==> src/rtl/mmb_address_demux_if.sv <==
// Purpose: bundles the upstream MMB master link and the SLAVES downstream links of the address demux.
// Latency: none, this is wiring only.
// Backpressure: s_busy carries the demux stall upstream; m_busy carries each slave's stall into the demux.
//
// Ports (signals):
//   s_addr/s_bcnt/s_wreq/s_wdat/s_rreq  upstream request (master -> demux)
//   s_rdat/s_rval/s_busy                upstream response (demux -> master)
//   m_addr/m_bcnt/m_wreq/m_wdat/m_rreq  per-slave request, packed [SLAVES] arrays (demux -> slaves)
//   m_rdat/m_rval/m_busy                per-slave response (slaves -> demux)
// Modports: slave = the demux view (it is the slave of the upstream master),
//           master = the environment view (upstream master plus downstream slaves).
interface mmb_address_demux_if #(
  parameter int AWIDTH = 8,
  parameter int DWIDTH = 8,
  parameter int BWIDTH = 4,
  parameter int SLAVES = 4
);
  // upstream link
  logic [AWIDTH-1:0]              s_addr;
  logic [BWIDTH-1:0]              s_bcnt;
  logic                           s_wreq;
  logic [DWIDTH-1:0]              s_wdat;
  logic                           s_rreq;
  logic [DWIDTH-1:0]              s_rdat;
  logic                           s_rval;
  logic                           s_busy;

  // downstream links, one slot per slave
  logic [SLAVES-1:0][AWIDTH-1:0]  m_addr;
  logic [SLAVES-1:0][BWIDTH-1:0]  m_bcnt;
  logic [SLAVES-1:0]              m_wreq;
  logic [SLAVES-1:0][DWIDTH-1:0]  m_wdat;
  logic [SLAVES-1:0]              m_rreq;
  logic [SLAVES-1:0][DWIDTH-1:0]  m_rdat;
  logic [SLAVES-1:0]              m_rval;
  logic [SLAVES-1:0]              m_busy;

  modport slave (
    input  s_addr, s_bcnt, s_wreq, s_wdat, s_rreq,
    output s_rdat, s_rval, s_busy,
    output m_addr, m_bcnt, m_wreq, m_wdat, m_rreq,
    input  m_rdat, m_rval, m_busy
  );

  modport master (
    output s_addr, s_bcnt, s_wreq, s_wdat, s_rreq,
    input  s_rdat, s_rval, s_busy,
    input  m_addr, m_bcnt, m_wreq, m_wdat, m_rreq,
    output m_rdat, m_rval, m_busy
  );
endinterface

==> src/rtl/mmb_address_demux.sv <==
// Purpose: routes one MMB burst master to SLAVES burst slaves selected by the top address bits.
// Latency: request path and read-return path are combinational (zero cycles).
// Backpressure: s_busy follows the selected slave's m_busy; forced high for reads that would reorder,
//               exceed RDPENDS outstanding, or arrive during a write burst.
//
// Ports:
//   clk    rising-edge clock
//   reset  asynchronous, active-high; clears the write FSM and all read tracking
//   bus    mmb_address_demux_if.slave: s_* upstream link, m_* packed per-slave links
module mmb_address_demux #(
  parameter int AWIDTH  = 8,
  parameter int DWIDTH  = 8,
  parameter int BWIDTH  = 4,
  parameter int SLAVES  = 4,
  parameter int RDPENDS = 2
) (
  input  logic                clk,
  input  logic                reset,
  mmb_address_demux_if.slave  bus
);

  localparam int SELW = $clog2(SLAVES);
  localparam int LENW = BWIDTH + 1;                            // burst length 1..2^BWIDTH
  localparam int PTRW = (RDPENDS > 1) ? $clog2(RDPENDS) : 1;
  localparam int CNTW = $clog2(RDPENDS + 1);
  localparam int RWW  = $clog2(RDPENDS * (2 ** BWIDTH) + 1);   // worst-case outstanding words

  typedef enum logic {
    IDLE  = 1'b0,
    WRITE = 1'b1
  } state_t;

  // write burst tracking
  state_t              state, state_nxt;
  logic [SELW-1:0]     wsel, wsel_nxt;
  logic [BWIDTH-1:0]   wcnt, wcnt_nxt;

  // read tracking: slave owning the outstanding reads, per-burst remaining words, total words
  logic [SELW-1:0]     rsel;
  logic [LENW-1:0]     fifo_len [RDPENDS];
  logic [PTRW-1:0]     rd_ptr;
  logic [PTRW-1:0]     wr_ptr;
  logic [CNTW-1:0]     fifo_cnt;
  logic [RWW-1:0]      rwords;

  logic [SELW-1:0]     addr_idx;
  logic [SELW-1:0]     target;
  logic                tgt_busy;
  logic                fifo_full;
  logic                rd_allowed;
  logic                wr_acc;
  logic                rd_acc;
  logic                rval_out;
  logic                head_last;
  logic                push;
  logic                pop;
  logic [LENW-1:0]     burst_len;

  function automatic logic [PTRW-1:0] ptr_inc(input logic [PTRW-1:0] p);
    if (p == PTRW'(RDPENDS - 1)) return '0;
    return p + PTRW'(1);
  endfunction

  // ---------------------------------------------------------------------------
  // Routing and admission
  // ---------------------------------------------------------------------------
  assign addr_idx  = bus.s_addr[AWIDTH-1 -: SELW];
  // Once a write burst is locked, later beats ignore their address for routing.
  assign target    = (state == WRITE) ? wsel : addr_idx;
  assign tgt_busy  = bus.m_busy[target];
  assign fifo_full = (fifo_cnt == CNTW'(RDPENDS));  // pre-pop count: a pop does not free a slot this cycle

  // Reads are admitted only in IDLE, never alongside a write, and only to the slave
  // that already owns the outstanding read data so returns stay in request order.
  assign rd_allowed = bus.s_rreq & ~bus.s_wreq & (state == IDLE) & ~fifo_full &
                      ((rwords == '0) | (addr_idx == rsel));

  assign wr_acc = bus.s_wreq & ~tgt_busy;
  assign rd_acc = rd_allowed & ~tgt_busy;

  always_comb begin
    bus.m_wreq = '0;
    bus.m_rreq = '0;
    bus.m_addr = '0;
    bus.m_bcnt = '0;
    bus.m_wdat = '0;
    for (int i = 0; i < SLAVES; i++) begin
      bus.m_wreq[i] = bus.s_wreq & (target == SELW'(i));
      bus.m_rreq[i] = rd_allowed & (target == SELW'(i));
      bus.m_addr[i] = bus.s_addr;
      bus.m_bcnt[i] = bus.s_bcnt;
      bus.m_wdat[i] = bus.s_wdat;
    end
  end

  always_comb begin
    bus.s_busy = 1'b0;
    if (bus.s_wreq) begin
      bus.s_busy = tgt_busy;
    end else if (bus.s_rreq) begin
      bus.s_busy = rd_allowed ? tgt_busy : 1'b1;
    end
  end

  // ---------------------------------------------------------------------------
  // Write burst FSM
  // ---------------------------------------------------------------------------
  always_comb begin
    state_nxt = state;
    wsel_nxt  = wsel;
    wcnt_nxt  = wcnt;
    case (state)
      IDLE: begin
        if (wr_acc && (bus.s_bcnt != '0)) begin
          state_nxt = WRITE;
          wsel_nxt  = addr_idx;
          wcnt_nxt  = bus.s_bcnt;
        end
      end
      WRITE: begin
        if (wr_acc) begin
          wcnt_nxt = wcnt - BWIDTH'(1);
          if (wcnt == BWIDTH'(1)) begin
            state_nxt = IDLE;
          end
        end
      end
      default: begin
        state_nxt = IDLE;
      end
    endcase
  end

  always_ff @(posedge clk or posedge reset) begin
    if (reset) begin
      state <= IDLE;
      wsel  <= '0;
      wcnt  <= '0;
    end else begin
      state <= state_nxt;
      wsel  <= wsel_nxt;
      wcnt  <= wcnt_nxt;
    end
  end

  // ---------------------------------------------------------------------------
  // Read return path
  // ---------------------------------------------------------------------------
  // Valid from a slave is only honoured while words are owed; this also drops
  // stray returns that arrive after a reset cleared the bookkeeping.
  assign rval_out   = bus.m_rval[rsel] & (rwords != '0);
  assign bus.s_rval = rval_out;
  assign bus.s_rdat = bus.m_rdat[rsel];

  assign burst_len = LENW'(bus.s_bcnt) + LENW'(1);
  assign head_last = (fifo_len[rd_ptr] == LENW'(1));
  assign push      = rd_acc;
  assign pop       = rval_out & head_last;

  // push writes wr_ptr and the head update writes rd_ptr; they can only alias
  // when the queue is empty (no rval_out) or full (no push), so never together.
  always_ff @(posedge clk or posedge reset) begin
    if (reset) begin
      rsel     <= '0;
      rd_ptr   <= '0;
      wr_ptr   <= '0;
      fifo_cnt <= '0;
      rwords   <= '0;
      for (int i = 0; i < RDPENDS; i++) begin
        fifo_len[i] <= '0;
      end
    end else begin
      if (push) begin
        fifo_len[wr_ptr] <= burst_len;
        wr_ptr           <= ptr_inc(wr_ptr);
        rsel             <= addr_idx;
      end

      if (rval_out) begin
        if (head_last) begin
          rd_ptr <= ptr_inc(rd_ptr);
        end else begin
          fifo_len[rd_ptr] <= fifo_len[rd_ptr] - LENW'(1);
        end
      end

      case ({push, pop})
        2'b10:   fifo_cnt <= fifo_cnt + CNTW'(1);
        2'b01:   fifo_cnt <= fifo_cnt - CNTW'(1);
        default: fifo_cnt <= fifo_cnt;
      endcase

      rwords <= rwords + (push ? RWW'(burst_len) : RWW'(0)) - (rval_out ? RWW'(1) : RWW'(0));
    end
  end

endmodule

==> src/flat_wrapper.sv <==
// flat-port wrapper written by rule: the top's interface ports become plain ports
module mmb_address_demux_flat 
#(
  parameter int AWIDTH  = 8,
  parameter int DWIDTH  = 8,
  parameter int BWIDTH  = 4,
  parameter int SLAVES  = 4,
  parameter int RDPENDS = 2
)
  (clk, reset, bus_s_addr, bus_s_bcnt, bus_s_wreq, bus_s_wdat, bus_s_rreq, bus_s_rdat, bus_s_rval, bus_s_busy, bus_m_addr, bus_m_bcnt, bus_m_wreq, bus_m_wdat, bus_m_rreq, bus_m_rdat, bus_m_rval, bus_m_busy);
  mmb_address_demux_if #(.AWIDTH(AWIDTH), .DWIDTH(DWIDTH), .BWIDTH(BWIDTH), .SLAVES(SLAVES)) bus_i ();
  input  logic clk;
  input  logic reset;
  input wire logic [$bits(bus_i.s_addr)-1:0] bus_s_addr;
  input wire logic [$bits(bus_i.s_bcnt)-1:0] bus_s_bcnt;
  input wire logic [$bits(bus_i.s_wreq)-1:0] bus_s_wreq;
  input wire logic [$bits(bus_i.s_wdat)-1:0] bus_s_wdat;
  input wire logic [$bits(bus_i.s_rreq)-1:0] bus_s_rreq;
  output wire logic [$bits(bus_i.s_rdat)-1:0] bus_s_rdat;
  output wire logic [$bits(bus_i.s_rval)-1:0] bus_s_rval;
  output wire logic [$bits(bus_i.s_busy)-1:0] bus_s_busy;
  output wire logic [$bits(bus_i.m_addr)-1:0] bus_m_addr;
  output wire logic [$bits(bus_i.m_bcnt)-1:0] bus_m_bcnt;
  output wire logic [$bits(bus_i.m_wreq)-1:0] bus_m_wreq;
  output wire logic [$bits(bus_i.m_wdat)-1:0] bus_m_wdat;
  output wire logic [$bits(bus_i.m_rreq)-1:0] bus_m_rreq;
  input wire logic [$bits(bus_i.m_rdat)-1:0] bus_m_rdat;
  input wire logic [$bits(bus_i.m_rval)-1:0] bus_m_rval;
  input wire logic [$bits(bus_i.m_busy)-1:0] bus_m_busy;
  assign bus_i.s_addr = bus_s_addr;
  assign bus_i.s_bcnt = bus_s_bcnt;
  assign bus_i.s_wreq = bus_s_wreq;
  assign bus_i.s_wdat = bus_s_wdat;
  assign bus_i.s_rreq = bus_s_rreq;
  assign bus_s_rdat = bus_i.s_rdat;
  assign bus_s_rval = bus_i.s_rval;
  assign bus_s_busy = bus_i.s_busy;
  assign bus_m_addr = bus_i.m_addr;
  assign bus_m_bcnt = bus_i.m_bcnt;
  assign bus_m_wreq = bus_i.m_wreq;
  assign bus_m_wdat = bus_i.m_wdat;
  assign bus_m_rreq = bus_i.m_rreq;
  assign bus_i.m_rdat = bus_m_rdat;
  assign bus_i.m_rval = bus_m_rval;
  assign bus_i.m_busy = bus_m_busy;
  mmb_address_demux #(.AWIDTH(AWIDTH), .DWIDTH(DWIDTH), .BWIDTH(BWIDTH), .SLAVES(SLAVES), .RDPENDS(RDPENDS)) u_core (.clk(clk), .reset(reset), .bus(bus_i));
endmodule
==> config.mk <==
export PLATFORM = sky130hd
export DESIGN_NAME = mmb_address_demux_flat
export DESIGN_NICKNAME = d
export VERILOG_FILES = /design/src/rtl/mmb_address_demux_if.sv /design/src/rtl/mmb_address_demux.sv /design/src/flat_wrapper.sv
export SDC_FILE = /design/constraint.sdc
export NUM_CORES = 1
export LEC_CHECK = 0
export CAP_MARGIN = 20
export CORE_MARGIN = 2
export CORE_UTILIZATION = 43
export CTS_CLUSTER_DIAMETER = 150
export DETAILED_ROUTE_END_ITERATION = 10
export PLACE_DENSITY = 0.95
export SYNTH_ARGS = -nofsm -noshare
export SYNTH_HDL_FRONTEND = slang
export SYNTH_SLANG_ARGS = --single-unit
export TNS_END_PERCENT = 5
==> constraint.sdc <==
create_clock -name clk -period 6.62 [get_ports clk]
set_clock_uncertainty 0.15 [all_clocks]
set_input_delay 1.324 -clock clk [delete_from_list [all_inputs] [get_ports clk]]
set_output_delay 1.324 -clock clk [all_outputs]
set_load 0.005 [all_outputs]
==> results of run 1 <==
worst paths after layout:
path	start	end	slack (ps)	cells past startpoint
min in group asynchronous	reset	u_core.rwords[2]	1120	2
max in group asynchronous	reset	u_core.wcnt[1]	4790	3
hold / removal	u_core.fifo_cnt[1]	u_core.fifo_cnt[1]	330	1
setup reg to reg	u_core.state	u_core.rwords[5]	2880	13
setup / recovery	bus_s_addr[6]	bus_s_busy	1560	7
hold reg to reg	u_core.fifo_cnt[1]	u_core.fifo_cnt[1]	330	1
routing by layer:
layer / wire (um) / up-vias / global-route usage / part of all wire
met5: 0 / - / 0 / 0
met4: 193 / 0 / 0.0741 / 0.028
met3: 496 / 17 / 0.0377 / 0.071
met2: 3620 / 116 / 0.298 / 0.52
met1: 2660 / 1073 / 0.218 / 0.38
li1: - / 1036 / - / -
report_power, final:
part	leakage, uW	internal, uW	total, uW	switching [uW]
clock network	0.0000585	123	193	70.0
logic	0.00110	455	874	419
registers	0.000339	269	398	129
worst max-delay path, cell delays in order:
cell,delay [ps]
sky130_fd_sc_hd__clkdlybuf4s50_1,560
sky130_fd_sc_hd__mux2_4,380
sky130_fd_sc_hd__mux2i_2,180
sky130_fd_sc_hd__mux2_4,380
sky130_fd_sc_hd__o21ai_1,110
sky130_fd_sc_hd__o21a_1,140
sky130_fd_sc_hd__clkdlybuf4s50_1,510
metrics by stage:
stage / area [um2] / cells
CTS: 3490 / 419
finish: 3520 / 420
floorplan: 3020 / 316
global placement: 3370 / 411
detailed placement: 3370 / 411
global route: 3520 / 420
layout make-up:
class	count	area, um2
Fill cell	558	3280
Multi-Input combinational cell	167	1510
Timing Repair Buffer	92	938
Sequential cell	29	726
Tap cell	96	120
Inverter	28	108
Clock buffer	7	86.3
Clock inverter	1	30.0
flip-flops by register name, summed over array words and instances (netlist names), 2 cells and up:
register	cells
u_core.wcnt	4
u_core.wsel	2
u_core.fifo_len	10
u_core.fifo_cnt	2
u_core.rwords	6
u_core.rsel	2
cells in the mapped netlist (2+ instances only):
cell	count	area, um2
sky130_fd_sc_hd__xnor2_1	12	105
sky130_fd_sc_hd__ha_1	17	213
sky130_fd_sc_hd__a41oi_1	5	43.8
sky130_fd_sc_hd__dfrtp_1	29	726
sky130_fd_sc_hd__buf_6	3	33.8
sky130_fd_sc_hd__clkbuf_1	3	11.3
sky130_fd_sc_hd__o21ai_0	7	35.0
sky130_fd_sc_hd__nor2_1	9	33.8
sky130_fd_sc_hd__nand4_1	2	12.5
sky130_fd_sc_hd__buf_4	81	608
sky130_fd_sc_hd__mux2_4	5	75.1
sky130_fd_sc_hd__mux4_2	9	203
sky130_fd_sc_hd__inv_1	27	101
sky130_fd_sc_hd__a41o_1	2	20.0
sky130_fd_sc_hd__o21ai_1	5	25.0
sky130_fd_sc_hd__o41ai_1	2	17.5
sky130_fd_sc_hd__nor3_1	8	40.0
sky130_fd_sc_hd__a31oi_1	6	37.5
sky130_fd_sc_hd__o31ai_1	4	30.0
sky130_fd_sc_hd__mux2i_1	6	60.1
sky130_fd_sc_hd__mux2i_4	2	45.0
sky130_fd_sc_hd__nand3_1	4	20.0
sky130_fd_sc_hd__xor2_1	5	43.8
sky130_fd_sc_hd__nand2_1	12	45.0
sky130_fd_sc_hd__and3_1	5	31.3
sky130_fd_sc_hd__buf_2	4	20.0
sky130_fd_sc_hd__nor2b_1	3	18.8
sky130_fd_sc_hd__a21oi_1	4	20.0
sky130_fd_sc_hd__a22oi_1	4	30.0
sky130_fd_sc_hd__a21o_1	2	15.0
sky130_fd_sc_hd__mux2i_2	2	27.5
sky130_fd_sc_hd__a211o_1	2	17.5
logic make-up (layout without fill, tap and decap cells):
family                     count (synthesis)  in the layout  share of synthesized area
DFF                                       29             29                      0.240
muxes                                     26             26                      0.143
adders and majority gates                 18             18                     0.0771
AOI/OAI and AO/OA                         51             51                      0.121
and+or+nand+nor                           55             55                      0.109
buffers and inverters                    120            128                      0.260
xor gates and xnor gates                  17             17                     0.0493
==> impl.org, run 1 <==
** Timing
- The final number of hold-violating endpoints is 0.
- Post-route worst setup slack :: 1560 ps
- Hold is met by 335 ps.
- Of the available clock period, the critical path in the final layout requires 0.765.
- Headroom to the max-slew limit came out at 0.575.
- Max Clock Freq :: 0.198 GHz
- For the pin with the worst max-slew slack, the measured transition is 637 ps.
- Setup repair after global routing left no endpoint under its margin.
- Counting I/O delays and the setup requirement, the final critical path takes 5060 ps.
- Setup violations remaining at the end of the flow were counted as 0.
- Number of pins exceeding their max-slew limit in the final report :: 0
- Setup TNS after final layout :: 0 ps

** Status
- Run status :: finished, final reports clean

** Floorplan
- The die covers 0.00771 mm2.
- Die Height :: 87.8 um
- Core area :: 0.00679 mm2
- The initial utilization of the core area, before any placement, comes to 0.444.
- In this run the horizontal extent of the chip is 87.8 um.
- 162 I/O pins were placed.
- Number of cell rows :: 30

** Clock tree
- After clock tree synthesis, the clock-pin slew on the worst setup and hold paths is 60 ps.
- Hold repair after CTS inserted 0 buffers.
- For the worst-skew pair, the clock arrives at the later sink with an insertion delay of 290 ps.
- Counting the buffers created by CTS gives 5.
- Clock tree root buffer cell :: sky130_fd_sc_hd__clkbuf_8
- CTS H-Tree Depth :: 2
- Counting along the longest clock path gives a buffer depth of 2.
- TritonCTS built the clock tree.
- Buffers added to address setup during post-CTS repair amount to 0.
- Quantity of gates resized following cts :: 0
- Total number of clock tree sinks :: 29

** Finish
- Layout Nets :: 405
- From synthesis to final layout, the design area changed by 16.5%.
- The top cell types in the final layout, fill and taps aside, are sky130_fd_sc_hd__clkdlybuf4s50_1, sky130_fd_sc_hd__dfrtp_1, sky130_fd_sc_hd__inv_1.
- Once layout is complete, the utilization of the core stands at 0.518.
- Leaving out fill and tap cells, the most frequent cell in the layout is sky130_fd_sc_hd__clkdlybuf4s50_1.
- Antenna fix cells :: 0
- In the final layout, the share of cells above drive strength 1 is 0.102.

** Routing
- The first detailed-routing pass took 5 iterations.
- Summed over all layers, the routed wires come to 6960 um.
- Number of nets with antenna violations after routing :: 0
- Initial DRC Count :: 113
- Across all layers, the routed design uses 2242 vias.
- After detailed routing, the number of vias per cell comes to 5.34.
- DRC errors left :: 0
- Dividing the detail-routed wire length by the instance count gives 16.6 um.

** Logic synthesis
- The most used flip-flop cell after synthesis is sky130_fd_sc_hd__dfrtp_1.
- Net count after synthesis :: 398
- Cells after synthesis :: 316
- The cell area that synthesis handed to floorplanning was 0.00302 mm2.
- During synthesis, Yosys emitted a total of 0 warnings.
- Of the synthesized area, sequential elements account for 0.240.
- FF+latch count, synth :: 29
- For this run, asynchronously set or reset flops after synthesis account for 1.00.
- A synthesized cell averages 9.55 um2.
- The number of different library cells used by synthesis comes to 57.
- Yosys mapped a number of flops with a built-in enable equal to 0.

** Critical path
- The worst setup path is of the input port to output port kind.
- STA classifies the critical path endpoint as an output port.
- Startpoint types :: input port
- Of all nets on the critical path, the largest fanout is 17.
- Crit path arrival time :: 3590 ps
- Data on the critical path is required at its endpoint by 5150 ps.

** Placed design
- Input and output buffers added on the ports amount to 91.
- Placement-stage worst setup slack :: 1550 ps
- The congestion estimate from routability-driven global placement came to 0.911.
- The wire-length estimate of the detail-placed layout is 5090 um.

** Pwr
- The analysis attributes to cell leakage a power of 0.00150 uW.
- VDD sags by at most 0.268 mV.
- PnR Total Power :: 1460 uW
- For this design the ratio of total power to cell area is 416 mW/mm2.

** Job
- Across the run, the number of max-cap violations was 0.

** GRT
- The via count of the first global-routing pass is 2238.
- Final global-route overflow total :: 0
- The first global-routing pass estimated 10700 um of wire.
- Across every metal layer, demand over resource in global routing totals 0.176.
- Entering global routing, the biggest net connects 30 pins.
- Antenna violations before repair :: 0

** Worst hold path
- The tightest min-delay check is of the flip-flop to flip-flop type.
Power figures use the tool's default switching activity.
==> run 2, diff against run 1 <==
--- a/config.mk
+++ b/config.mk
@@ -7,10 +7,10 @@
 export LEC_CHECK = 0
 export CAP_MARGIN = 20
 export CORE_MARGIN = 2
-export CORE_UTILIZATION = 43
+export CORE_UTILIZATION = 36
 export CTS_CLUSTER_DIAMETER = 150
 export DETAILED_ROUTE_END_ITERATION = 10
-export PLACE_DENSITY = 0.95
+export PLACE_DENSITY = 0.89
 export SYNTH_ARGS = -nofsm -noshare
 export SYNTH_HDL_FRONTEND = slang
 export SYNTH_SLANG_ARGS = --single-unit
==> constraint.sdc (replaced) <==
create_clock -name clk -period 4.08 [get_ports clk]
set_clock_uncertainty 0.15 [all_clocks]
set_input_delay 0.816 -clock clk [delete_from_list [all_inputs] [get_ports clk]]
set_output_delay 0.816 -clock clk [all_outputs]
set_load 0.005 [all_outputs]
==> run 2 against run 1 <==
Power is 60% higher. Utilization shrank 7.9 points. Sequential cell count did not move. Sequential share of layout area shrank 0.41 points. Wire length shrank 1.6%. Via count down 0.13%. Largest cell class unchanged. Largest power group unchanged. Critical path type unchanged. Count of clock-buffer cells in the layout unchanged.
==> impl.org, run 2 (synthesis results as in run 1) <==
** GRT
- Wire length of the first global-routing pass :: 11100 um
- Summed over all layers, the global routing overflow is 0.
- The number of antenna violations at the first check in global routing is 0.
- All-layer global routing usage :: 0.155
- Maximum number of pins on one net before global-route repair :: 18
- Number of global-route vias before repair :: 2496

** Timing
- Post-route worst setup slack :: 204 ps
- At the pin with the least slew margin, the transition time is 607 ps.
- The final count of pins violating max slew is 0.
- Final count of hold timing violations :: 0
- Tcrit/Tclk final :: 0.950
- Slew headroom :: 0.595
- The clock period could shrink to 3880 ps.
- Static timing analysis puts the maximum clock frequency at 0.258 GHz.
- RSZ-0062 raised after global routing :: no
- Setup violations remaining at the end of the flow were counted as 0.

** Floorplan
- Core area :: 0.00818 mm2
- Measured along the y axis, the die boundary spans 95.6 um.
- Overall die area :: 0.00913 mm2
- Initial Utilization :: 0.369
- 162 I/O pins were placed.
- Measured along the x axis, the die boundary spans 95.6 um.
- Row generation in the floorplan step produced 33 rows.

** Finish
- Largest registers :: u_core.fifo_len: 10 flops, u_core.rwords: 6 flops, u_core.wcnt: 4 flops
- The filler cells instantiated in the layout total 737.
- Excluding fillers, the count of instances in the completed layout stands at 440.
- Counting flops per register, the top entry is u_core.fifo_len.
- Ratio of cells with drive above 1 in the final layout :: 0.131
- Layout Nets :: 417
- Commonest non-fill, non-tap cell in the layout :: sky130_fd_sc_hd__clkdlybuf4s50_1
- For this run, the share of the core covered by cells in the final layout is 0.439.
- Antenna fix cells :: 0
- Relative to the synthesized area, the layout overhead comes to 18.9%.
- Flip-flop count of the largest register, all copies and words added :: 10
- In the layout the commonest cells are sky130_fd_sc_hd__clkdlybuf4s50_1, sky130_fd_sc_hd__dfrtp_1, sky130_fd_sc_hd__inv_1.

** Pwr
- Summing internal, switching and leakage power gives 2340 uW.
- Power density relative to cell area :: 651 mW/mm2
- Leak :: 0.00154 uW
- IR Drop Worst-Case VDD :: 0.408 mV

** Clock tree
- In this run the number of H-tree levels came out at 2.
- The clock reaches the later pin of the worst-skew pair after 290 ps.
- The number of hold buffers added after CTS was 0.
- Clock buffer depth :: 2
- CTS Buf Count :: 5
- The number of gates resized after CTS was 0.
- The cell sitting at the root of the clock tree is a sky130_fd_sc_hd__clkbuf_8.
- Buffers inserted during post-CTS setup optimization :: 0
- Total number of clock tree sinks :: 29
- TritonCTS clock tree :: built
- Clock-pin slew reported for the worst setup and hold paths after clock tree synthesis :: 60 ps

** Critical path
- Worst R2R Path Depth :: 13
- Cell type of the slowest stage on the worst timing path :: sky130_fd_sc_hd__clkdlybuf4s50_1
- Critical path data required time :: 3110 ps
- Setup slack on the worst reg-to-reg path comes out at 720 ps.
- The worst setup path is launched from an input port.
- Cell repeated most along the worst path :: sky130_fd_sc_hd__clkdlybuf4s50_1
- Worst path cell trace :: clkdlybuf4s50_1 > buf_4 > mux2i_4 > mux2_4 > o21ai_1 > o21a_1 > clkdlybuf4s50_1
- Crit path arrival time :: 2910 ps
- Delay-heaviest family, CP :: buffers and inverters
- Stage delay of the slowest cell on the critical path :: 530 ps
- Capturing element type of the critical path :: output port
- Worst path buffer plus inverter count :: 3
- In this run the critical register-to-register path is captured at u_core.rwords[5].
- The startpoint identified for the worst register-to-register timing path is u_core.rwords[0].
- Of all nets on the critical path, the largest fanout is 7.
- Startpoint-to-endpoint class of the critical path :: input port to output port
- In this run the number of cells on the critical path is 7.

** Placed design
- At the placement stage, the worst setup path has a slack of -50.7 ps.
- The wire-length estimate of the detail-placed layout is 5460 um.
- In this run, placement finished with an instance count of 433.
- Port buffering added 91 buffers.
- Routability-driven placement finished with a final weighted congestion of 0.831.

** Worst hold path
- The worst hold path belongs to the class flip-flop to flip-flop.
- Hold depth :: 1
- Startpoint of the most critical hold path :: u_core.fifo_cnt[1]
- Hold path endpoint :: u_core.fifo_cnt[1]

** Routing
- Wire per inst :: 15.6 um
- Using the TritonRoute via totals, the vias-per-cell ratio works out to 5.09.
- First drt pass iteration count :: 7
- In the routed design, unresolved DRC markers number 0.
- Final WL :: 6850 um
- Vias after detailed routing :: 2239
- Number of nets with antenna violations after routing :: 0
- For this block, the initial DRC count from the detailed router was 69.

** Job
- Across the run, the number of max-cap violations was 0.

** Status
- Run status :: finished, final reports clean
run 2: changes by cell type in the layout (fill, tap and decap cells not counted):
cell,delta
sky130_fd_sc_hd__buf_4,+12
sky130_fd_sc_hd__bufinv_16,-1
run 2: how the worst max path moves through the flow:
stage	start	to	slack, ps
3_5_place_dp	bus_s_addr[6]	u_core.rwords[5]	-50
5_1_grt	bus_s_addr[7]	u_core.rwords[5]	60
4_1_cts	bus_s_addr[7]	bus_s_busy	180
6_report	bus_s_addr[7]	bus_s_busy	200
2_1_floorplan	bus_s_wreq	u_core.rwords[5]	670
3_3_place_gp	bus_s_addr[7]	u_core.rwords[5]	210
run 2: layer usage:
| layer | track usage | share of wire | vias up |
|---|---|---|---|
| li1 | - | - | 1059 |
| met1 | 0.163 | 0.38 | 1060 |
| met2 | 0.281 | 0.52 | 97 |
| met3 | 0.0356 | 0.066 | 23 |
| met4 | 0.0869 | 0.036 | 0 |
| met5 | 0 | 0 | - |
run 2: final cells by class:
class                           count  area [um2]  share of cell area
Clock buffer                        7        86.3              0.0241
Inverter                           28         108              0.0300
Multi-Input combinational cell    167        1510               0.421
Sequential cell                    29         726               0.202
Tap cell                          105         131              0.0366
Timing Repair Buffer              104        1030               0.287
run 2: report_power, final:
group	switching, uW	total (uW)	leakage (uW)	internal, uW
clock	111	244	0.0000443	134
sequential	139	577	0.000339	438
combinational	738	1520	0.00116	778
total	988	2340	0.00154	1350
run 2: metrics by stage:
stage	area (um2)	setup TNS [ps]	hold WS, ps
final	3590	0	334
after CTS	3590	0	333
after detailed placement	3500	-50.7	324
after floorplan	3020	0	284
after global routing	3590	0	359
after global placement	3470	0	299
==> run 3, diff against run 2 <==
==> constraint.sdc (replaced) <==
create_clock -name clk -period 3.1 [get_ports clk]
set_clock_uncertainty 0.15 [all_clocks]
set_input_delay 0.62 -clock clk [delete_from_list [all_inputs] [get_ports clk]]
set_output_delay 0.62 -clock clk [all_outputs]
set_load 0.005 [all_outputs]
==> run 3 against run 2 <==
First-iteration DRC count is 16% higher. Critical path depth rose by 2. Sequential cell count is the same. Wire length is 15% higher. Combinational power rose by 42%. Final area increased by 5.4%. Utilization up 2.4 points. Sequential power grew 34%. Clock power grew 27%. Critical path type unchanged. Critical endpoint unchanged. Largest power group unchanged.
==> impl.org, run 3 (synthesis results as in run 1) <==
** Placed design
- GP Congestion :: 0.883
- During placement, the flow inserted port buffers numbering 91.
- The wire-length estimate of the detail-placed layout is 6300 um.

** GRT
- All-layer global routing usage :: 0.172
- Wire length of the first global-routing pass :: 12000 um
- Number of global-route vias before repair :: 2389
- Maximum number of pins on one net before global-route repair :: 30
- Final global-route overflow total :: 0
- The number of antenna violations at the first check in global routing is 0.

** Finish
- Most frequent cells in the layout :: sky130_fd_sc_hd__clkdlybuf4s50_1, sky130_fd_sc_hd__buf_4, sky130_fd_sc_hd__dfrtp_1
- More flip-flops sit in one register than any other, and that register is u_core.fifo_len.
- Leaving out fill and tap cells, the most frequent cell in the layout is sky130_fd_sc_hd__clkdlybuf4s50_1.
- The register with the most flip-flops in the layout has 10 of them.
- The largest registers in the layout are u_core.fifo_len: 10 flops, u_core.rwords: 6 flops, u_core.wcnt: 4 flops.
- Layout Nets :: 439
- The filler cells instantiated in the layout total 763.
- Synthesis-to-layout area growth :: 25.2%
- Ratio of cells with drive above 1 in the final layout :: 0.201
- Final design utilization :: 0.463
- Antenna fix cells :: 0

** Routing
- First drt pass iteration count :: 4
- Via density :: 5.15
- After detailed routing, the number of remaining DRC violations is 0.
- In this run the remaining antenna-violating nets after routing total 0.
- Final WL :: 7880 um
- Wire per inst :: 17.0 um
- Vias after detailed routing :: 2383
- The detailed router finished its first iteration with 80 violations.

** Timing
- Across all hold checks on the routed design, the worst slack comes to 315 ps.
- Of the available clock period, the critical path in the final layout requires 0.972.
- Setup repair after global routing could not meet its margin everywhere.
- For this run, the top clock speed supported by timing is 0.332 GHz.
- At the pin with the least slew margin, the transition time is 602 ps.
- For the final routed database, the setup TNS stands at 0 ps.
- The final number of hold-violating endpoints came to 0.
- Setup violations remaining at the end of the flow were counted as 0.
- Slew headroom :: 0.594
- The smallest clock period supported by the final layout is computed as 3010 ps.
- Number of pins exceeding their max-slew limit in the final report :: 0

** Pwr
- Power density relative to cell area :: 859 mW/mm2
- Across the VDD grid, the largest voltage drop is 0.301 mV.
- Power comes to 3250 uW.
- The analysis attributes to cell leakage a power of 0.00170 uW.

** Floorplan
- In this run the standard cell core region covers 0.00818 mm2.
- # IOs :: 162
- Chip width :: 95.6 um
- The initial utilization of the core area, before any placement, comes to 0.369.
- The floorplan step defined a die boundary enclosing 0.00913 mm2.
- Die Height :: 95.6 um
- Number of cell rows :: 33

** Clock tree
- TritonCTS built the clock tree.
- The H-tree generated during clock tree synthesis spans 2 levels.
- The tree is rooted in a sky130_fd_sc_hd__clkbuf_8.
- Clock-pin slew was measured on the worst setup and hold paths at 60 ps.
- TritonCTS created 5 clock buffers.
- Clock insertion delay at the later pin of the skew report :: 290 ps
- Clock buffer depth :: 2
- Total number of clock tree sinks :: 29

** Critical path
- Worst path cell trace :: dlygate4sd2_1 > buf_4 > xnor2_2 > a22o_1 > buf_4 > and2_1 > o21ai_1 > o21a_1 > dlygate4sd2_1
- STA classifies the critical path startpoint as an input port.
- On the critical path, the stage with the largest delay is an instance of sky130_fd_sc_hd__dlygate4sd2_1.
- STA classifies the critical path endpoint as an output port.
- Of all nets on the critical path, the largest fanout is 8.
- Startpoint-to-endpoint class of the critical path :: input port to output port
- Stage delay of the slowest cell on the critical path :: 250 ps
- Critical path data required time :: 2330 ps
- Worst reg-to-reg setup slack :: 180 ps
- Crit path arrival time :: 2240 ps

** Job
- Max Cap Viol :: 0

** Worst hold path
- Kind of path behind the tightest hold check :: flip-flop to flip-flop

** Status
- Run status :: finished, final reports clean
==> run 3: cell count changes in the layout (fill, tap and decap cells not counted), moves of 2 or more <==
cell / before / now
sky130_fd_sc_hd__dlymetal6s2s_1: 0 / 2
sky130_fd_sc_hd__mux2i_4: 2 / 4
sky130_fd_sc_hd__buf_4: 12 / 35
sky130_fd_sc_hd__dlygate4sd2_1: 0 / 7
sky130_fd_sc_hd__clkinv_2: 0 / 2
sky130_fd_sc_hd__mux2i_2: 2 / 0
sky130_fd_sc_hd__clkdlybuf4s50_1: 91 / 82
==> run 3: final timing paths <==
kind | start | to | depth (start not counted)
max | bus_s_addr[6] | bus_s_busy | 9
min | u_core.fifo_cnt[1] | u_core.fifo_cnt[1] | 1
max reg2reg | u_core.state | u_core.rwords[5] | 13
min reg2reg | u_core.fifo_cnt[1] | u_core.fifo_cnt[1] | 1
max in group asynchronous | reset | u_core.fifo_cnt[1] | 3
min in group asynchronous | reset | u_core.rsel[0] | 3
==> run 3: layout make-up <==
type | instances | area (um2) | area share
clock inverters | 2 | 10.0 | 0.00265
flip-flops and latches | 29 | 726 | 0.192
multi-input cells | 167 | 1560 | 0.414
well taps | 105 | 131 | 0.0347
inverters | 28 | 108 | 0.0285
clock buffers | 6 | 72.6 | 0.0192
repair buffers | 126 | 1170 | 0.309
==> run 3: repair_timing <==
item	in CTS	in global routing
hold buffers	0	0
resized for setup	8	5
buffers inserted	1	0
pin swaps	3	4
endpoints found under the setup margin	7	3
==> run 3: worst max-delay path: cells and delay by family <==
family / cells / cell delay [ps]
compound gates: 3 / 510
xor+xnor: 1 / 140
buf+inv: 4 / 800
simple gates: 1 / 160
==> run 3: report_power, final <==
group	switching, uW	internal (uW)	total (uW)
registers	198	576	774
clock network	154	155	309
logic	998	1170	2160
total	1350	1900	3250
==> run 3: stage by stage <==
stage          cell area (um2)  instances  setup slack [ps]
2_1_floorplan             3050        316              9.71
3_3_place_gp              3670        454              -342
3_5_place_dp              3670        454              -433
4_1_cts                   3750        463              22.9
5_1_grt                   3780        463             -50.1
6_report                  3780        463              87.4
==> run 3: metal layers <==
| metal | track usage | routed length, um |
|---|---|---|
| met4 | 0.0571 | 126 |
| met3 | 0.0466 | 685 |
| met2 | 0.320 | 4130 |
| met5 | 0 | 0 |
| met1 | 0.187 | 2930 |
